### config.mk
export PLATFORM = sky130hd
export DESIGN_NAME = alu_regfile_pipe
export DESIGN_NICKNAME = d
export VERILOG_FILES = /design/src/rtl/alu_regfile_pipe.sv
export SDC_FILE = /design/constraint.sdc
export NUM_CORES = 2
export LEC_CHECK = 0
export BUFFER_PORTS_ARGS = -buffer_cell sky130_fd_sc_hd__clkbuf_2
export CELL_PAD_IN_SITES_DETAIL_PLACEMENT = 1
export CELL_PAD_IN_SITES_GLOBAL_PLACEMENT = 1
export CORE_UTILIZATION = 52
export CTS_CLUSTER_SIZE = 8
export DETAILED_ROUTE_END_ITERATION = 7
export PLACE_DENSITY_LB_ADDON = 0.1
export SYNTH_ARGS = -nofsm -noshare
export SYNTH_HDL_FRONTEND = slang
export SYNTH_SLANG_ARGS = --single-unit
### constraint.sdc
create_clock -name clk -period 9.6 [get_ports clk]
set_input_delay 0.48 -clock clk [delete_from_list [all_inputs] [get_ports clk]]
set_output_delay 0.48 -clock clk [all_outputs]
set_load 0.01 [all_outputs]
### src/rtl/alu_regfile_pipe.sv
// Pipelined ALU with an internal register file: one-cycle execute stage for
// most ops, iterative restoring divider that stalls issue while it runs.
module alu_regfile_pipe #(
  parameter int DATA_W = 32,
  parameter int NREG   = 32,
  localparam int ADDR_W = $clog2(NREG)
) (
  input  logic              clk,
  input  logic              clr,
  input  logic              in_valid,
  output logic              in_ready,
  input  logic [2:0]        in_op,
  input  logic [ADDR_W-1:0] in_rs1,
  input  logic [ADDR_W-1:0] in_rs2,
  input  logic [ADDR_W-1:0] in_rd,
  input  logic              in_wb,
  input  logic              ld_en,
  input  logic [ADDR_W-1:0] ld_addr,
  input  logic [DATA_W-1:0] ld_data,
  output logic              out_valid,
  output logic [DATA_W-1:0] out_result,
  output logic [ADDR_W-1:0] out_rd,
  output logic              out_divz,
  output logic              busy
);

  localparam logic [2:0] OpAdd = 3'b000;
  localparam logic [2:0] OpSub = 3'b001;
  localparam logic [2:0] OpMul = 3'b010;
  localparam logic [2:0] OpDiv = 3'b011;
  localparam logic [2:0] OpAnd = 3'b100;
  localparam logic [2:0] OpNot = 3'b101;
  localparam logic [2:0] OpOr  = 3'b110;
  localparam logic [2:0] OpXor = 3'b111;

  localparam int CNT_W = $clog2(DATA_W);
  localparam logic [CNT_W-1:0] CntLast = CNT_W'(DATA_W - 1);

  typedef enum logic [1:0] {StIdle, StExec, StDiv} state_e;

  state_e state_q, state_d;

  logic [DATA_W-1:0] regs_q [NREG];
  logic [2:0]        exOp_q;
  logic [DATA_W-1:0] exA_q, exB_q;
  logic [ADDR_W-1:0] exRd_q;
  logic              exWb_q;
  logic [DATA_W-1:0] rem_q, quo_q;
  logic [CNT_W-1:0]  cnt_q;
  logic              outValid_q;
  logic [DATA_W-1:0] outResult_q;
  logic [ADDR_W-1:0] outRd_q;
  logic              outDivz_q;

  logic              accept;
  logic              resFire;
  logic [DATA_W-1:0] resValue;
  logic              resDivz;
  logic [DATA_W-1:0] aluResult;
  logic              aluDivz;
  logic [DATA_W-1:0] opA, opB;
  logic              newDivNz;
  logic [DATA_W:0]   divShift, divDiff;
  logic              divBit;
  logic [DATA_W-1:0] remNext, quoNext;

  assign in_ready   = (state_q != StDiv);
  assign busy       = (state_q != StIdle);
  assign accept     = in_valid && in_ready;
  assign out_valid  = outValid_q;
  assign out_result = outResult_q;
  assign out_rd     = outRd_q;
  assign out_divz   = outDivz_q;

  // Operand read bypasses the register file when the completing result targets it.
  assign opA = (resFire && exWb_q && (exRd_q == in_rs1)) ? resValue : regs_q[in_rs1];
  assign opB = (resFire && exWb_q && (exRd_q == in_rs2)) ? resValue : regs_q[in_rs2];
  assign newDivNz = (in_op == OpDiv) && (opB != '0);

  // One restoring shift-subtract step; quo_q shifts dividend bits out as quotient bits shift in.
  assign divShift = {rem_q, quo_q[DATA_W-1]};
  assign divDiff  = divShift - {1'b0, exB_q};
  assign divBit   = ~divDiff[DATA_W];
  assign remNext  = divBit ? divDiff[DATA_W-1:0] : divShift[DATA_W-1:0];
  assign quoNext  = {quo_q[DATA_W-2:0], divBit};

  always_comb begin
    aluResult = '0;
    aluDivz   = 1'b0;
    case (exOp_q)
      OpAdd: aluResult = exA_q + exB_q;
      OpSub: aluResult = exA_q - exB_q;
      OpMul: aluResult = exA_q * exB_q;
      OpDiv: begin
        aluResult = '1;
        aluDivz   = 1'b1;
      end
      OpAnd: aluResult = exA_q & exB_q;
      OpNot: aluResult = ~exA_q;
      OpOr:  aluResult = exA_q | exB_q;
      OpXor: aluResult = exA_q ^ exB_q;
      default: aluResult = '0;
    endcase
  end

  always_comb begin
    resFire  = 1'b0;
    resValue = aluResult;
    resDivz  = aluDivz;
    if (state_q == StExec) begin
      resFire = 1'b1;
    end else if ((state_q == StDiv) && (cnt_q == CntLast)) begin
      resFire  = 1'b1;
      resValue = quoNext;
      resDivz  = 1'b0;
    end
  end

  always_comb begin
    state_d = state_q;
    case (state_q)
      StDiv: if (cnt_q == CntLast) state_d = StIdle;
      default: begin
        if (accept) state_d = newDivNz ? StDiv : StExec;
        else        state_d = StIdle;
      end
    endcase
  end

  always_ff @(posedge clk or negedge clr) begin
    if (!clr) state_q <= StIdle;
    else      state_q <= state_d;
  end

  always_ff @(posedge clk or negedge clr) begin
    if (!clr) begin
      exOp_q      <= '0;
      exA_q       <= '0;
      exB_q       <= '0;
      exRd_q      <= '0;
      exWb_q      <= 1'b0;
      rem_q       <= '0;
      quo_q       <= '0;
      cnt_q       <= '0;
      outValid_q  <= 1'b0;
      outResult_q <= '0;
      outRd_q     <= '0;
      outDivz_q   <= 1'b0;
    end else begin
      if (accept) begin
        exOp_q <= in_op;
        exA_q  <= opA;
        exB_q  <= opB;
        exRd_q <= in_rd;
        exWb_q <= in_wb;
        rem_q  <= '0;
        quo_q  <= opA;
        cnt_q  <= '0;
      end else if (state_q == StDiv) begin
        rem_q <= remNext;
        quo_q <= quoNext;
        cnt_q <= cnt_q + CNT_W'(1);
      end
      outValid_q <= resFire;
      if (resFire) begin
        outResult_q <= resValue;
        outRd_q     <= exRd_q;
        outDivz_q   <= resDivz;
      end
    end
  end

  // Writeback is applied after the load so it wins on an address collision.
  always_ff @(posedge clk or negedge clr) begin
    if (!clr) begin
      for (int i = 0; i < NREG; i++) regs_q[i] <= '0;
    end else begin
      if (ld_en) regs_q[ld_addr] <= ld_data;
      if (resFire && exWb_q) regs_q[exRd_q] <= resValue;
    end
  end

endmodule

Word-level counts from Yosys, hierarchy flattened

Cells that the tools add are included.

Register bits: 1207
Bits in latches: 0
RAM bits: 0
ROM bits: 0
Bits of input ports: 60
Output and inout port bits: 41
Word-level logic and storage cells: 127
Memories: 0

Add/sub/neg operators: 4
$mul: 1
Divide/modulo/power cells: 0
$lt $le $gt $ge: 6
Equality and inequality tests: 15
Shifts and indexed selects: 0
Mux-type cells: 35
Bitwise logic cells: 9
Reduce and logical (&&, ||, !) cells: 12

Operators by type and width:

| cell                                                        | count |
|---|---|
| bitwise mux 1024 bit                                        | 2 |
| 2-to-1 mux 1024 bit                                         | 2 |
| 2-to-1 mux 32 bit                                           | 15 |
| binary-select mux 32 bit (select 5 bit)                     | 2 |
| demux 32 bit (select 5 bit)                                 | 2 |
| case mux 32 bit (8 select lines)                            | 1 |
| subtractor 33 x 32 -> 33 bit                                | 1 |
| adder 32 bit                                                | 1 |
| bitwise AND 32 bit                                          | 1 |
| multiplier 32 x 32 -> 32 bit                                | 1 |
| NOT 32 bit                                                  | 1 |
| OR 32 bit                                                   | 1 |
| nonzero test 32 bit                                         | 1 |
| subtractor 32 bit                                           | 1 |
| XOR 32 bit                                                  | 1 |
| >= comparator 6 bit (second input constant)                 | 4 |
| NOT 5 -> 6 bit                                              | 4 |
| equality test 3 bit (second input constant)                 | 4 |
| less-than comparator 6 x 1 -> 1 bit (second input constant) | 2 |
| equality test 5 bit                                         | 2 |
| 2-to-1 mux 5 bit                                            | 2 |
| equality test 3 x 2 -> 1 bit (second input constant)        | 3 |
| logical AND 1 bit                                           | 8 |
| 2-to-1 mux 2 bit                                            | 4 |
| other kinds (11)                                            | 16 |

Depth between registers and ports, before layout

Depth in word-level cells: 12
Mapped depth: 35
Depth with buffers taken out: 30

Least setup slack after synthesis

No wires, ideal clock.

Path kind: flip-flop to flip-flop
Start point: reg exB_q[5]
End point: reg state_q[1]
Setup time: 132 ps
Arrival: 8308 ps
Data required time: 9468 ps
Slack: 1160 ps
Stages on the path, launching flop included: 33
Path buffers: 4
Clock period less this slack: 8440 ps
Path through: dfrtp_1 -> clkbuf_1 -> inv_1 -> buf_1 -> nor2_1 -> fa_1 -> fa_1 -> fa_1 -> inv_1 -> fa_1 -> inv_1 -> fa_1 -> inv_1 -> fa_1 -> inv_1 -> fa_1 -> fa_1 -> ha_1 -> clkbuf_1 -> nand2_1 -> o21ai_0 -> nand2_1 -> o31ai_1 -> o31ai_1 -> a32o_1 -> clkbuf_1 -> o21a_1 -> a2111o_1 -> nor4_1 -> nand4_1 -> or4_1 -> o21a_1 -> o2bb2ai_1

Word-level cells in the longest chain between the ends: 10
Elaborated cells on any way between the ends: 17
Those cells by class: 3 x add/sub; 1 x mul; 7 x mux; 4 x bitwise; 2 x reduce/logical

RTL lines:

| element                                                              | RTL line | RTL |
|---|---|---|
| from (decl)                                                          | 45       | `logic [DATA_W-1:0] exA_q, exB_q;` |
| from (signal assigned)                                               | 153      | `exB_q <= opB;` |
| multiplier 32 x 32 -> 32 bit, or another cell as far along           | 93       | `OpMul: aluResult = exA_q * exB_q;` |
| case mux 32 bit (8 select lines) / NOT 1 bit (equally long branches) | 90, 83   |  |
| 2-to-1 mux 32 bit                                                    | 112      | `end else if ((state_q == StDiv) && (cnt_q == CntLast)) begin` |
| 2-to-1 mux 32 bit *                                                  | 110      | `if (state_q == StExec) begin` |
| 2-to-1 mux 32 bit *                                                  | 77       | `assign opB = (resFire && exWb_q && (exRd_q == in_rs2)) ? resValue : regs_q[in_rs2];` |
| nonzero test 32 bit *                                                | 78       | `assign newDivNz = (in_op == OpDiv) && (opB != '0);` |
| logical AND 1 bit *                                                  | 78       |  |
| 2-to-1 mux 2 bit * (2 in a row)                                      | 124      | `if (accept) state_d = newDivNz ? StDiv : StExec;` |
| 2-to-1 mux 2 bit *                                                   | 121      | `case (state_q)` |
| to (signal assigned)                                                 | 131      | `if (!clr) state_q <= StIdle;` |
| to (signal assigned)                                                 | 132      | `else state_q <= state_d;` |
| to (decl)                                                            | 41       | `state_e state_q, state_d;` |

Every way passes the cells marked *; elsewhere a longest branch is shown, timed or not.
A chain may end at the register's enable or synchronous reset.

Worst setup path in the final report

Start point: reg exA_q[8]
End point: reg state_q[1]

Word-level cells in the longest chain between the ends: 10
Elaborated cells on any way between the ends: 16
Those cells by class: 2 x add/sub; 1 x mul; 7 x mux; 4 x bitwise; 2 x reduce/logical

RTL lines:

| element                                                    | RTL line | RTL |
|---|---|---|
| from (decl)                                                | 45       |  |
| from (signal assigned)                                     | 152      | `exA_q <= opA;` |
| multiplier 32 x 32 -> 32 bit, or another cell as far along | 93       |  |
| case mux 32 bit (8 select lines) *                         | 90       | `case (exOp_q)` |
| 2-to-1 mux 32 bit                                          | 112      |  |
| 2-to-1 mux 32 bit *                                        | 110      |  |
| 2-to-1 mux 32 bit *                                        | 77       |  |
| nonzero test 32 bit *                                      | 78       |  |
| logical AND 1 bit *                                        | 78       |  |
| 2-to-1 mux 2 bit * (2 in a row)                            | 124      |  |
| 2-to-1 mux 2 bit *                                         | 121      |  |

Marked as above.

==> metrics.md <==
| Metric | Value |
|---|---|
| Clock period minus worst slack | 9250 ps |
| CP max FO | 10 |
| Async set-or-reset flop fraction in the synthesized netlist | 1.00 |
| Peak Freq | 0.108 GHz |
| Netlist Area Pre-Place | 93600 µm² |
| Flops & latches, synth | 1207 |
| Drt drc | 0 |
| # IOs | 101 |
| Register area share after synthesis | 0.323 |
| CTS tree | done |
| Clk_lat worst skew | 870 ps |
| Initial DRC Count | 8646 |
| Worst clock skew | 39.8 ps |
| Antenna violations before repair | 16 |
| Final Non-Filler Cells | 11500 |
| Setup slack after layout | 349 ps |
| Finished Core Util | 0.568 |
| R2r startpoint | exA_q[8]$_DFFE_PN0P_ |
| Drt first pass iters | 5 |
| Total grt overflow | 0 |
| Worst reg2reg path depth | 28 |
| Wire per inst | 37.1 µm |
| Yosys top cell area share | 0.323 |
| Final Cycle Share | 0.964 |
| YS warnings | 0 |
| GRT Util Overall | 0.472 |
| TritonCTS buffer count | 172 |
| Filler Cell Count | 19400 |
| Vias in the first global route | 85000 |
| Rows | 155 |
| Pre-CTS setup slack | 282 ps |
| Root Driver | clkbuf_16 |
| Status | complete, no violations |
| Largest net degree at the start of global routing | 163 |
| Reg2Reg Setup Slack | 350 ps |
| Avg Inst Size Synth | 9.95 µm² |
| H-tree depth | 4 |
| Max-cap viol count | 0 |
| Dpl hpwl | 275000 µm |
| Crit-path most repeated cell | fa_1 |
| Largest stage delay, worst path | 580 ps |
| FF-to-FF End | state_q[1]$_DFFE_PN0P_ |
| First-pass GRT wire length | 613000 µm |
| Arrival @ worst endpoint | 9950 ps |
| Nets@finish | 9818 |
| GP Congestion | 1.00 |
| # port buffers | 100 |
| Final setup vio count | 0 |
| CP Launch Type | register |
| Core box area | 179000 µm² |
| Total number of vias | 80800 |
| Number of synthesized flops with an enable pin | 0 |
| Clock sink total | 1207 |
| DIE WIDTH | 426 µm |
| Post-synth top area cell | dfrtp_1 |
| CTS clock-pin slew for the worst setup and hold paths | 50 ps |
| Hold violation count in the final report | 0 |
| Syn_nets | 10100 |
| Most used DFF post-synth | dfrtp_1 |
| Die ar. | 182000 µm² |
| Critical Path RT | 10300 ps |
| Setup TNS Final | 0 ps |
| Slew Viols, Final | 0 |
| Slew margin rel. | 0.0546 |
| CTS max path bufs | 3 |
| Die Ht | 426 µm |
| Layout area overhead | 8.46% |
| Drt total wl | 427000 µm |
| Placed Instances | 11300 |
| CP max stage cell | fa_1 |
| Cells after synthesis | 9403 |
| CP endpoint kind | register |
| Cell with the most instances after synthesis | nand2_1 |
| Critical path type | reg2reg |
| Drt via density | 7.03 |
| Initial Util | 0.524 |
| Post-CTS Setup Inserts | 0 |
| Synth cell count leaders | 1315 x nand2_1, 1207 x dfrtp_1, 1138 x mux2i_1 |
| Least-Margin Pin Slew | 1420 ps |
| Hold crit path type | in2async |
| Layout cells sized above 1 | 0.148 |
| RSZ-0062 raised after global routing | no |
| Netlist cell types | 84 |
| Top cells by area, synth | dfrtp_1 32%, mux4_2 14%, mux2i_1 12% |
| Antenna Nets Post-Route | 0 |
per-stage QoR:
step / hold slack [ps] / instance area, µm²
after floorplan: 184 / 93600
after global placement: 452 / 96600
after detailed placement: 463 / 96600
after CTS: 273 / 101000
after global routing: 262 / 102000
final: 236 / 102000
sequential cells by signal, indices dropped and copies added (netlist names), 3 cells and up:
name and count:
quo_q 32, out_rd 5, exA_q 32, rem_q 32
cnt_q 5, exRd_q 5, exOp_q 3, regs_q 1024
exB_q 32, out_result 32
placed cells by master, fill, tap and decap left out, types with 43 or more instances in the layout:
| master | netlist | routed |
|---|---|---|
| a21o_1 | 43 | 43 |
| clkbuf_16 | 0 | 179 |
| o21ai_0 | 998 | 997 |
| inv_1 | 466 | 463 |
| nand3_1 | 61 | 60 |
| mux2i_1 | 1138 | 1138 |
| buf_4 | 5 | 294 |
| a21oi_1 | 420 | 418 |
| fa_1 | 410 | 410 |
| mux4_2 | 590 | 590 |
| nand2_1 | 1315 | 1297 |
| dfrtp_1 | 1207 | 1204 |
| nor2_1 | 818 | 773 |
| xnor2_1 | 105 | 103 |
| xor2_1 | 44 | 44 |
| clkbuf_2 | 0 | 90 |
| ha_1 | 253 | 253 |
layer usage:
metal  wire (µm)  GRT usage
met1      153000      0.570
met2      195000      0.727
met3       41300      0.125
met4       38000      0.354
met5          69          0
worst max-delay path: cells and delay by family, from the launching register on:
kind                       cells  cell delay, ps
adders and majority gates      9            4480
AOI/OAI and AO/OA             10            2320
and+or+nand+nor                4             920
buffers and inverters          5             910
DFF                            1             510
repair_timing:
item                                    4_1_cts  5_1_grt
hold buffers                                 10        0
endpoints found under the hold margin       124        0
resized for setup                             0        4
endpoints found under the setup margin        0        2
cells by family after synthesis:
kind of cell	Yosys count	share of synthesized area
XOR/XNOR	150	0.0142
adder cells (fa/ha/maj)	663	0.122
buffers and inverters	1371	0.0565
multiplexers	1784	0.273
flip-flops	1207	0.323
AO/OA/AOI/OAI	1790	0.107
AND/OR/NAND/NOR	2438	0.106
area by class of cell:
type | count | area, µm² | area share
Antenna cell | 11 | 27.5 | 0.000271
Clock buffer | 191 | 4550 | 0.0449
Clock inverter | 13 | 175 | 0.00173
Inverter | 481 | 1810 | 0.0179
Multi-Input combinational cell | 6825 | 58800 | 0.579
Sequential cell | 1207 | 30200 | 0.298
Tap cell | 2355 | 2950 | 0.0290
Timing Repair Buffer | 408 | 3000 | 0.0296
worst max-delay path by stage:
| stage | from | to | slack, ps |
|---|---|---|---|
| floorplan | exB_q[5]$_DFFE_PN0P_ | state_q[1]$_DFFE_PN0P_ | 1160 |
| global route | exA_q[8]$_DFFE_PN0P_ | state_q[1]$_DFFE_PN0P_ | 30 |
| global placement | exA_q[21]$_DFFE_PN0P_ | state_q[1]$_DFFE_PN0P_ | 350 |
| detailed placement | exA_q[21]$_DFFE_PN0P_ | state_q[1]$_DFFE_PN0P_ | 280 |
| finish | exA_q[8]$_DFFE_PN0P_ | state_q[1]$_DFFE_PN0P_ | 350 |
| CTS | exA_q[21]$_DFFE_PN0P_ | state_q[1]$_DFFE_PN0P_ | 220 |
Power is not shown: default switching activity piles up to over one toggle a cycle in this logic, so the estimate is an artifact.
